==> src/rtl/iic_cfg_seq_if.sv <==
// Transaction bus between the configuration sequencer (master) and the I2C byte driver (slave).
interface iic_cfg_seq_if;
   logic        start_en;
   logic        wr_rd_flag;
   logic [7:0]  i2c_device_addr;
   logic [15:0] register;
   logic [7:0]  data_byte;
   logic        busy;
   logic        err;
   logic [7:0]  rd_data;

   modport master (
      output start_en, wr_rd_flag, i2c_device_addr, register, data_byte,
      input  busy, err, rd_data
   );

   modport slave (
      input  start_en, wr_rd_flag, i2c_device_addr, register, data_byte,
      output busy, err, rd_data
   );
endinterface

==> src/rtl/iic_cfg_seq.sv <==
// iic_cfg_seq: walks a configuration table, issuing one I2C driver transaction per entry with retries.
// Define IIC_CFG_VERIFY_EN to read back every successful write and compare it with the written byte.
module iic_cfg_seq #(
   parameter int N_ENTRIES    = 16,
   parameter int MAX_RETRY    = 3,
   parameter int GAP_CYCLES   = 100,
   parameter int BUSY_TIMEOUT = 4095
) (
   input  logic          clk_i,
   input  logic          rst,
   input  logic          cfg_start,
   output logic [7:0]    tbl_addr,
   input  logic [32:0]   tbl_data,
   output logic          cfg_busy,
   output logic          cfg_done,
   output logic          cfg_fail,
   output logic [7:0]    fail_idx,
   output logic [7:0]    last_rd,
   iic_cfg_seq_if.master drv
);

   typedef enum logic [3:0] {
      IDLE, FETCH, LOAD, START, WAIT_HI, WAIT_LO, CHECK, GAP, DONE, FAIL
`ifdef IIC_CFG_VERIFY_EN
      , V_START, V_HI, V_LO, V_CHECK
`endif
   } state_t;

   state_t      state_q;
   logic        start_q;
   logic [7:0]  idx_q;
   logic [31:0] retry_q;
   logic [31:0] tmo_q;
   logic [31:0] gap_q;
   logic        err_seen_q;
   logic [7:0]  tbl_addr_q;
   logic        wr_rd_q;
   logic [7:0]  dev_q;
   logic [15:0] reg_q;
   logic [7:0]  data_q;
   logic        start_en_q;
   logic        busy_q;
   logic        done_q;
   logic        fail_q;
   logic [7:0]  fail_idx_q;
   logic [7:0]  last_rd_q;

   logic   start_rise_d;
   logic   last_entry_d;
   logic   attempt_ok_d;
   state_t wait_hi_d;
   state_t wait_lo_d;
   state_t check_d;

   assign start_rise_d = cfg_start & ~start_q;
   assign last_entry_d = (idx_q == 8'(N_ENTRIES - 1));

   // The write and verify-read phases share handshake code; these pick which phase's states follow.
   always_comb begin
      wait_hi_d    = WAIT_HI;
      wait_lo_d    = WAIT_LO;
      check_d      = CHECK;
      attempt_ok_d = ~err_seen_q;
`ifdef IIC_CFG_VERIFY_EN
      if (state_q == V_START || state_q == V_HI || state_q == V_LO || state_q == V_CHECK) begin
         wait_hi_d    = V_HI;
         wait_lo_d    = V_LO;
         check_d      = V_CHECK;
         attempt_ok_d = ~err_seen_q && (drv.rd_data == data_q);
      end
`endif
   end

   // start_q resets high so a cfg_start level already present at reset release is not seen as an edge.
   always_ff @(posedge clk_i or posedge rst) begin
      if (rst) begin
         state_q    <= IDLE;
         start_q    <= 1'b1;
         idx_q      <= 8'd0;
         retry_q    <= 32'd0;
         tmo_q      <= 32'd0;
         gap_q      <= 32'd0;
         err_seen_q <= 1'b0;
         tbl_addr_q <= 8'd0;
         wr_rd_q    <= 1'b0;
         dev_q      <= 8'd0;
         reg_q      <= 16'd0;
         data_q     <= 8'd0;
         start_en_q <= 1'b0;
         busy_q     <= 1'b0;
         done_q     <= 1'b0;
         fail_q     <= 1'b0;
         fail_idx_q <= 8'd0;
         last_rd_q  <= 8'd0;
      end else begin
         start_q    <= cfg_start;
         start_en_q <= 1'b0;
         case (state_q)
            IDLE: begin
               if (start_rise_d) begin
                  idx_q      <= 8'd0;
                  retry_q    <= 32'd0;
                  tbl_addr_q <= 8'd0;
                  done_q     <= 1'b0;
                  fail_q     <= 1'b0;
                  busy_q     <= 1'b1;
                  state_q    <= FETCH;
               end
            end
            FETCH: state_q <= LOAD;
            LOAD: begin
               {wr_rd_q, dev_q, reg_q, data_q} <= tbl_data;
               state_q <= START;
            end
`ifdef IIC_CFG_VERIFY_EN
            START, V_START: begin
`else
            START: begin
`endif
               if (!drv.busy) begin
                  start_en_q <= 1'b1;
                  tmo_q      <= 32'd0;
                  err_seen_q <= 1'b0;
                  state_q    <= wait_hi_d;
               end
            end
`ifdef IIC_CFG_VERIFY_EN
            WAIT_HI, V_HI: begin
`else
            WAIT_HI: begin
`endif
               err_seen_q <= err_seen_q | drv.err;
               if (drv.busy) begin
                  state_q <= wait_lo_d;
               end else if (tmo_q >= 32'(BUSY_TIMEOUT)) begin
                  err_seen_q <= 1'b1;
                  state_q    <= check_d;
               end else begin
                  tmo_q <= tmo_q + 32'd1;
               end
            end
`ifdef IIC_CFG_VERIFY_EN
            WAIT_LO, V_LO: begin
`else
            WAIT_LO: begin
`endif
               err_seen_q <= err_seen_q | drv.err;
               if (!drv.busy) state_q <= check_d;
            end
`ifdef IIC_CFG_VERIFY_EN
            CHECK, V_CHECK: begin
`else
            CHECK: begin
`endif
               if (attempt_ok_d) begin
                  if (state_q == CHECK && wr_rd_q) last_rd_q <= drv.rd_data;
`ifdef IIC_CFG_VERIFY_EN
                  if (state_q == CHECK && !wr_rd_q) begin
                     wr_rd_q <= 1'b1;
                     state_q <= V_START;
                  end else
`endif
                  if (last_entry_d) begin
                     state_q <= DONE;
                  end else begin
                     idx_q   <= idx_q + 8'd1;
                     retry_q <= 32'd0;
                     gap_q   <= 32'd0;
                     state_q <= GAP;
                  end
               end else if (retry_q < 32'(MAX_RETRY)) begin
                  retry_q <= retry_q + 32'd1;
                  gap_q   <= 32'd0;
                  state_q <= GAP;
               end else begin
                  fail_idx_q <= idx_q;
                  state_q    <= FAIL;
               end
            end
            GAP: begin
               if (gap_q + 32'd1 >= 32'(GAP_CYCLES)) begin
                  tbl_addr_q <= idx_q;
                  state_q    <= FETCH;
               end else begin
                  gap_q <= gap_q + 32'd1;
               end
            end
            DONE: begin
               done_q  <= 1'b1;
               busy_q  <= 1'b0;
               state_q <= IDLE;
            end
            FAIL: begin
               fail_q  <= 1'b1;
               busy_q  <= 1'b0;
               state_q <= IDLE;
            end
            default: state_q <= IDLE;
         endcase
      end
   end

   assign tbl_addr            = tbl_addr_q;
   assign cfg_busy            = busy_q;
   assign cfg_done            = done_q;
   assign cfg_fail            = fail_q;
   assign fail_idx            = fail_idx_q;
   assign last_rd             = last_rd_q;
   assign drv.start_en        = start_en_q;
   assign drv.wr_rd_flag      = wr_rd_q;
   assign drv.i2c_device_addr = dev_q;
   assign drv.register        = reg_q;
   assign drv.data_byte       = data_q;

endmodule
==> src/flat_wrapper.sv <==
// flat-port wrapper written by rule: the top's interface ports become plain ports
module iic_cfg_seq_flat 
#(
   parameter int N_ENTRIES    = 16,
   parameter int MAX_RETRY    = 3,
   parameter int GAP_CYCLES   = 100,
   parameter int BUSY_TIMEOUT = 4095
)
  (clk_i, rst, cfg_start, tbl_addr, tbl_data, cfg_busy, cfg_done, cfg_fail, fail_idx, last_rd, drv_start_en, drv_wr_rd_flag, drv_i2c_device_addr, drv_register, drv_data_byte, drv_busy, drv_err, drv_rd_data);
  iic_cfg_seq_if drv_i ();
  input  logic clk_i;
  input  logic rst;
  input  logic cfg_start;
  output logic [7:0] tbl_addr;
  input  logic [32:0] tbl_data;
  output logic cfg_busy;
  output logic cfg_done;
  output logic cfg_fail;
  output logic [7:0] fail_idx;
  output logic [7:0] last_rd;
  output wire logic [$bits(drv_i.start_en)-1:0] drv_start_en;
  output wire logic [$bits(drv_i.wr_rd_flag)-1:0] drv_wr_rd_flag;
  output wire logic [$bits(drv_i.i2c_device_addr)-1:0] drv_i2c_device_addr;
  output wire logic [$bits(drv_i.register)-1:0] drv_register;
  output wire logic [$bits(drv_i.data_byte)-1:0] drv_data_byte;
  input wire logic [$bits(drv_i.busy)-1:0] drv_busy;
  input wire logic [$bits(drv_i.err)-1:0] drv_err;
  input wire logic [$bits(drv_i.rd_data)-1:0] drv_rd_data;
  assign drv_start_en = drv_i.start_en;
  assign drv_wr_rd_flag = drv_i.wr_rd_flag;
  assign drv_i2c_device_addr = drv_i.i2c_device_addr;
  assign drv_register = drv_i.register;
  assign drv_data_byte = drv_i.data_byte;
  assign drv_i.busy = drv_busy;
  assign drv_i.err = drv_err;
  assign drv_i.rd_data = drv_rd_data;
  iic_cfg_seq #(.N_ENTRIES(N_ENTRIES), .MAX_RETRY(MAX_RETRY), .GAP_CYCLES(GAP_CYCLES), .BUSY_TIMEOUT(BUSY_TIMEOUT)) u_core (.clk_i(clk_i), .rst(rst), .cfg_start(cfg_start), .tbl_addr(tbl_addr), .tbl_data(tbl_data), .cfg_busy(cfg_busy), .cfg_done(cfg_done), .cfg_fail(cfg_fail), .fail_idx(fail_idx), .last_rd(last_rd), .drv(drv_i));
endmodule
==> config.mk <==
export PLATFORM = sky130hd
export DESIGN_NAME = iic_cfg_seq_flat
export DESIGN_NICKNAME = d
export VERILOG_FILES = /design/src/rtl/iic_cfg_seq_if.sv /design/src/rtl/iic_cfg_seq.sv /design/src/flat_wrapper.sv
export SDC_FILE = /design/constraint.sdc
export NUM_CORES = 1
export LEC_CHECK = 0
export CELL_PAD_IN_SITES_DETAIL_PLACEMENT = 1
export CELL_PAD_IN_SITES_GLOBAL_PLACEMENT = 2
export CORE_ASPECT_RATIO = 0.5
export CORE_UTILIZATION = 39
export DETAILED_ROUTE_END_ITERATION = 7
export HOLD_SLACK_MARGIN = 0.05
export PLACE_DENSITY_LB_ADDON = 0.1
export SLEW_MARGIN = 5
export SYNTH_ARGS = -nofsm -noshare
export SYNTH_HDL_FRONTEND = slang
export SYNTH_SLANG_ARGS = --single-unit
export TNS_END_PERCENT = 1
==> constraint.sdc <==
create_clock -name clk_i -period 17.3 [get_ports clk_i]
set_clock_uncertainty 0.1 [all_clocks]
set_input_delay 5.19 -clock clk_i [delete_from_list [all_inputs] [get_ports clk_i]]
set_output_delay 5.19 -clock clk_i [all_outputs]
set_load 0.05 [all_outputs]
* Word-level counts from Yosys, hierarchy flattened
Index checks and enable logic that the tools add are counted.
** Cells by class
- Add/sub/neg operators :: 4
- $lt $le $gt $ge :: 3
- Equal/unequal tests :: 22
- Muxes and demuxes :: 40
- Bitwise operators :: 5
- Reduce and logical (&&, ||, !) cells :: 23
** Operators with widths (number)
- $mux W32 :: 10
- $pmux W32 S2 :: 3
- $add A32 B1 Y32 const B :: 3
- $mux W4 :: 9
- $ge A32 B12 Y1 const B :: 1
- $ge A32 B7 Y1 const B :: 1
- $lt A32 B2 Y1 const B :: 1
- $mux W8 :: 4
- $pmux W4 S8 :: 1
- $pmux W8 S2 :: 2
- $eq A4 B3 Y1 const B :: 4
- $reduce_and A4 Y1 :: 4
- $ne A2 B2 Y1 const B :: 7
- $reduce_bool A2 Y1 :: 7
- $reduce_and A3 Y1 :: 3
- $add A8 B1 Y8 const B :: 1
- $eq A4 B2 Y1 const B :: 2
- $eq A4 B4 Y1 const B :: 2
- $eq A8 B4 Y1 const B :: 1
- $reduce_and A2 Y1 :: 4
- $mux W1 :: 7
- $ne A3 B2 Y1 const B :: 2
- $pmux W1 S2 :: 3
- $reduce_and A5 Y1 :: 1
- 11 further kinds :: 14
** Word-level totals
- Flip-flop bits (word level) :: 171
- Output and inout port bits :: 61
- Word-level logic and storage cells :: 115

* Longest topological paths before layout
- Depth after elaboration :: 4
- Depth in mapped cells :: 11
- Mapped depth without buffers :: 8

* Worst setup path after synthesis
OpenSTA, ideal clock, no wires.
- Path kind :: input to register
- Start :: in drv_busy
- End :: reg u_core.tmo_q[11]
- Library setup time :: 132 ps
- Data arrival time :: 6559 ps
- Slack :: 10509 ps
- Cell stages on the path :: 7
- Buffers on the path :: 1
- Cell sequence :: or4_1 -> inv_2 -> a21oi_1 -> clkbuf_1 -> nor4_1 -> xnor2_1 -> nor2_1
** Between the ends
- Longest elaborated chain between the ends :: 2
- Elaborated cells between the ends (all ways) :: 3
** RTL lines
- start: declaration :: line flat_wrapper.sv:26 : input wire logic [$bits(drv_i.busy)-1:0] drv_busy;
- $ne A2 B2 Y1 (no line)
- $reduce_and A4 Y1 (no line) *
- end signal: assignment :: line iic_cfg_seq.sv:139 : tmo_q <= tmo_q + 32'd1;
- end: declaration :: line iic_cfg_seq.sv:33 : logic [31:0] tmo_q;
Every way passes the cells marked *; elsewhere a longest branch is shown, timed or not.
A chain may end at the register's enable or synchronous reset.

* Worst setup path after layout
- Start :: in drv_busy
- End :: reg u_core.tmo_q[19]
Same word-level chain as after synthesis.

==> results.cfg <==
[flow_run]
drv_cap = 0

[sta]
relSlewSlack_pct = 31.9
hold_viol = 0
finalSetupViolations = 0
fin_setup_tns_ns = 0
worst-slew-pin-transition_ns = 1.02
rsz0062_at_grt = false
slew_viol_final = 0
fmaxAchievable_mhz = 128
timing.final.crit_period_ns = 7.79
layout_setup_ws_ns = 9.51
post-route-period-util_pct = 45.0

[clocking]
cts_tree = yes
cts_max_level = 4
cts.sinks = 171
cts_resized = 0
cts_made_buffers = 17
clk_pin_slew_ns = 0.08
hold_buffers = 0
clockBufferDepth = 2
post_cts_buffers = 0
root_buffer = clkbuf_16
clock_latency_ns = 0.44

[critical_path]
path_delay_family = simple AND/OR/NAND/NOR gates
startpoint_type = input port
end_kind = flop
r2r_setup_slack_ns = 12.81
crit_chain = clkdlybuf4s50_1, or4_1, inv_2, a21oi_1, nor3_1, a41oi_1, nor2_1
cp.arrival_ns = 8.06
critical-path-max-stage-delay_ns = 0.75
path_class = in2reg
worst-path-buf-inv = 2
critPathSlowestCell = or4_1
critPathRequiredTime_ns = 17.57
cp_max_fo = 21

[floorplan]
die_w_um = 204
design.core.area_mm2 = 0.0197
pin_count = 107
start_util_pct = 40.3
rows = 36
die_h_um = 103
dieArea_mm2 = 0.0210

[routing]
vias = 6207
route.detailed.drc = 0
vias_per_cell = 5.55
drt-initial-drc-count = 368
drtPass1Iterations = 4
ant_nets = 0
wl_um = 21200
routedWlPerCell_um = 18.9

[placed_design]
io_buffers = 106
hpwl_um = 14400
gp_congestion = 0.792
pre_cts_ws_ns = 9.05

[synthesis]
ys.warnings.count = 0
synth-main-ff-cell = dfrtp_1
synth_top_area_share_pct = 53.5
seq_area_frac_synth_pct = 53.9
synth_area_leaders = dfrtp_1 (54%), mux2_2 (7.4%), nor2_1 (3.1%)
netlist_area_mm2 = 0.00795
synth_seq_cells = 171
yosys.area.top_type = dfrtp_1
synth_area_per_cell_um2 = 10.7
async_reset_ff_share_pct = 100
syn_nets = 793
synthCells = 743
synth_edf_count = 0
synthDistinctLibCells = 60

[grt]
grt_pass1_wl_um = 35000
grt_pass1_vias = 6436
grt.overflow.total = 0
track_usage_pct = 21.5
grt_max_degree = 99
antenna_found_initial = 0

[final_layout]
drive_above_1_share_pct = 12.0
antenna_cells = 0
final_common_cell = dfrtp_1
final_util_pct = 50.2
nets = 890
final_cell_mix = dfrtp_1 (170), clkdlybuf4s50_1 (106), nor2_1 (66)
area_growth_pct = 24.7

[min_path]
hold_class = reg2reg

[power]
power_mw = 0.850
ir_worst_vdd_mv = 0.0575
p_leak_nw = 4.30
power.density_mw_per_mm2 = 85.8

[outcome]
status = finished clean
power breakdown:
part / internal [mW] / switching, mW
sequential: 0.402 / 0.00228
combinational: 0.0129 / 0.0155
clock: 0.224 / 0.193
total: 0.639 / 0.210
Yosys cell counts (2+ instances only):
master    instances
xnor2_1          14
nor3b_1          22
a41oi_1          17
and2_1           25
nand4b_1          2
a21oi_1          25
or2_2             2
buf_2             5
a22o_1            2
xor2_1           11
nand3_1          22
nor2_1           66
mux2_2           52
or4_1             4
mux2i_1           5
dfrtp_1         170
or2_1             2
buf_4             4
and3_1           21
nand4_1          23
o21a_1            9
o21ai_1          14
inv_1            18
a211o_1           3
or3_1             6
nor3_1           24
and4_1            2
a31oi_1           9
nand2b_1         13
nor4_1           33
nor2b_1          10
o21ai_0           8
o211ai_1          2
ha_1              4
nand2_1          41
a211oi_1          4
o21bai_1          3
clkbuf_1         24
kinds of logic after synthesis:
group	Yosys count	share of synthesized area, %
buffers and inverters	53	2.87
and+or+nand+nor	324	22.6
xor gates and xnor gates	25	2.76
AOI/OAI and AO/OA	109	9.30
DFF	171	53.9
adders and majority gates	4	0.630
muxes	57	8.00
per-stage QoR:
stage,instance area (um2),hold slack [ns],instances
4_1_cts,9910,0.402,1119
3_5_place_dp,9260,0.377,1087
5_1_grt,9910,0.407,1119
2_1_floorplan,7950,0.354,743
6_report,9910,0.398,1119
3_3_place_gp,9260,0.368,1087
worst paths after layout:
check / cells after the start / end / startpoint
worst max-delay path: 7 / u_core.tmo_q[19]$_DFFE_PP0P_ / drv_busy
worst min-delay path: 1 / u_core.tmo_q[31]$_DFFE_PP0P_ / u_core.tmo_q[31]$_DFFE_PP0P_
worst max register to register: 9 / u_core.gap_q[0]$_DFFE_PP0P_ / u_core.gap_q[0]$_DFFE_PP0P_
worst min register to register: 1 / u_core.tmo_q[31]$_DFFE_PP0P_ / u_core.tmo_q[31]$_DFFE_PP0P_
max in group asynchronous: 3 / u_core.gap_q[11]$_DFFE_PP0P_ / rst
min in group asynchronous: 2 / u_core.drv.register[0]$_DFFE_PP0P_ / rst
sequential cells by signal, summed over array words and instances, names as in the netlist:
name                        cells
u_core.drv.data_byte            8
u_core.cfg_fail                 1
u_core.start_q                  1
u_core.err_seen_q               1
u_core.cfg_busy                 1
u_core.tbl_addr                 8
u_core.drv.wr_rd_flag           1
u_core.drv.i2c_device_addr      8
u_core.tmo_q                   32
u_core.drv.register            16
u_core.fail_idx                 8
u_core.cfg_done                 1
u_core.drv.start_en             1
u_core.last_rd                  8
u_core.idx_q                    8
u_core.state_q                  4
u_core.retry_q                 32
u_core.gap_q                   32
per-layer routing:
metal | global-route usage (%) | share of wire [%] | vias to the layer above
met5 | 0 | 0 | -
met4 | 6.13 | 1.1 | 0
met3 | 6.01 | 5.4 | 23
met2 | 34.0 | 45 | 117
met1 | 29.1 | 48 | 3165
li1 | - | - | 2902
area by class of cell:
cell class	count	area, um2
inverter	19	76.3
fill	2163	9820
clock inverter	15	225
clock buffer	17	425
tap	266	333
sequential	171	4280
timing repair buffer	112	1110
multi-input combinational	519	3460
Power figures use the tool's default switching activity.
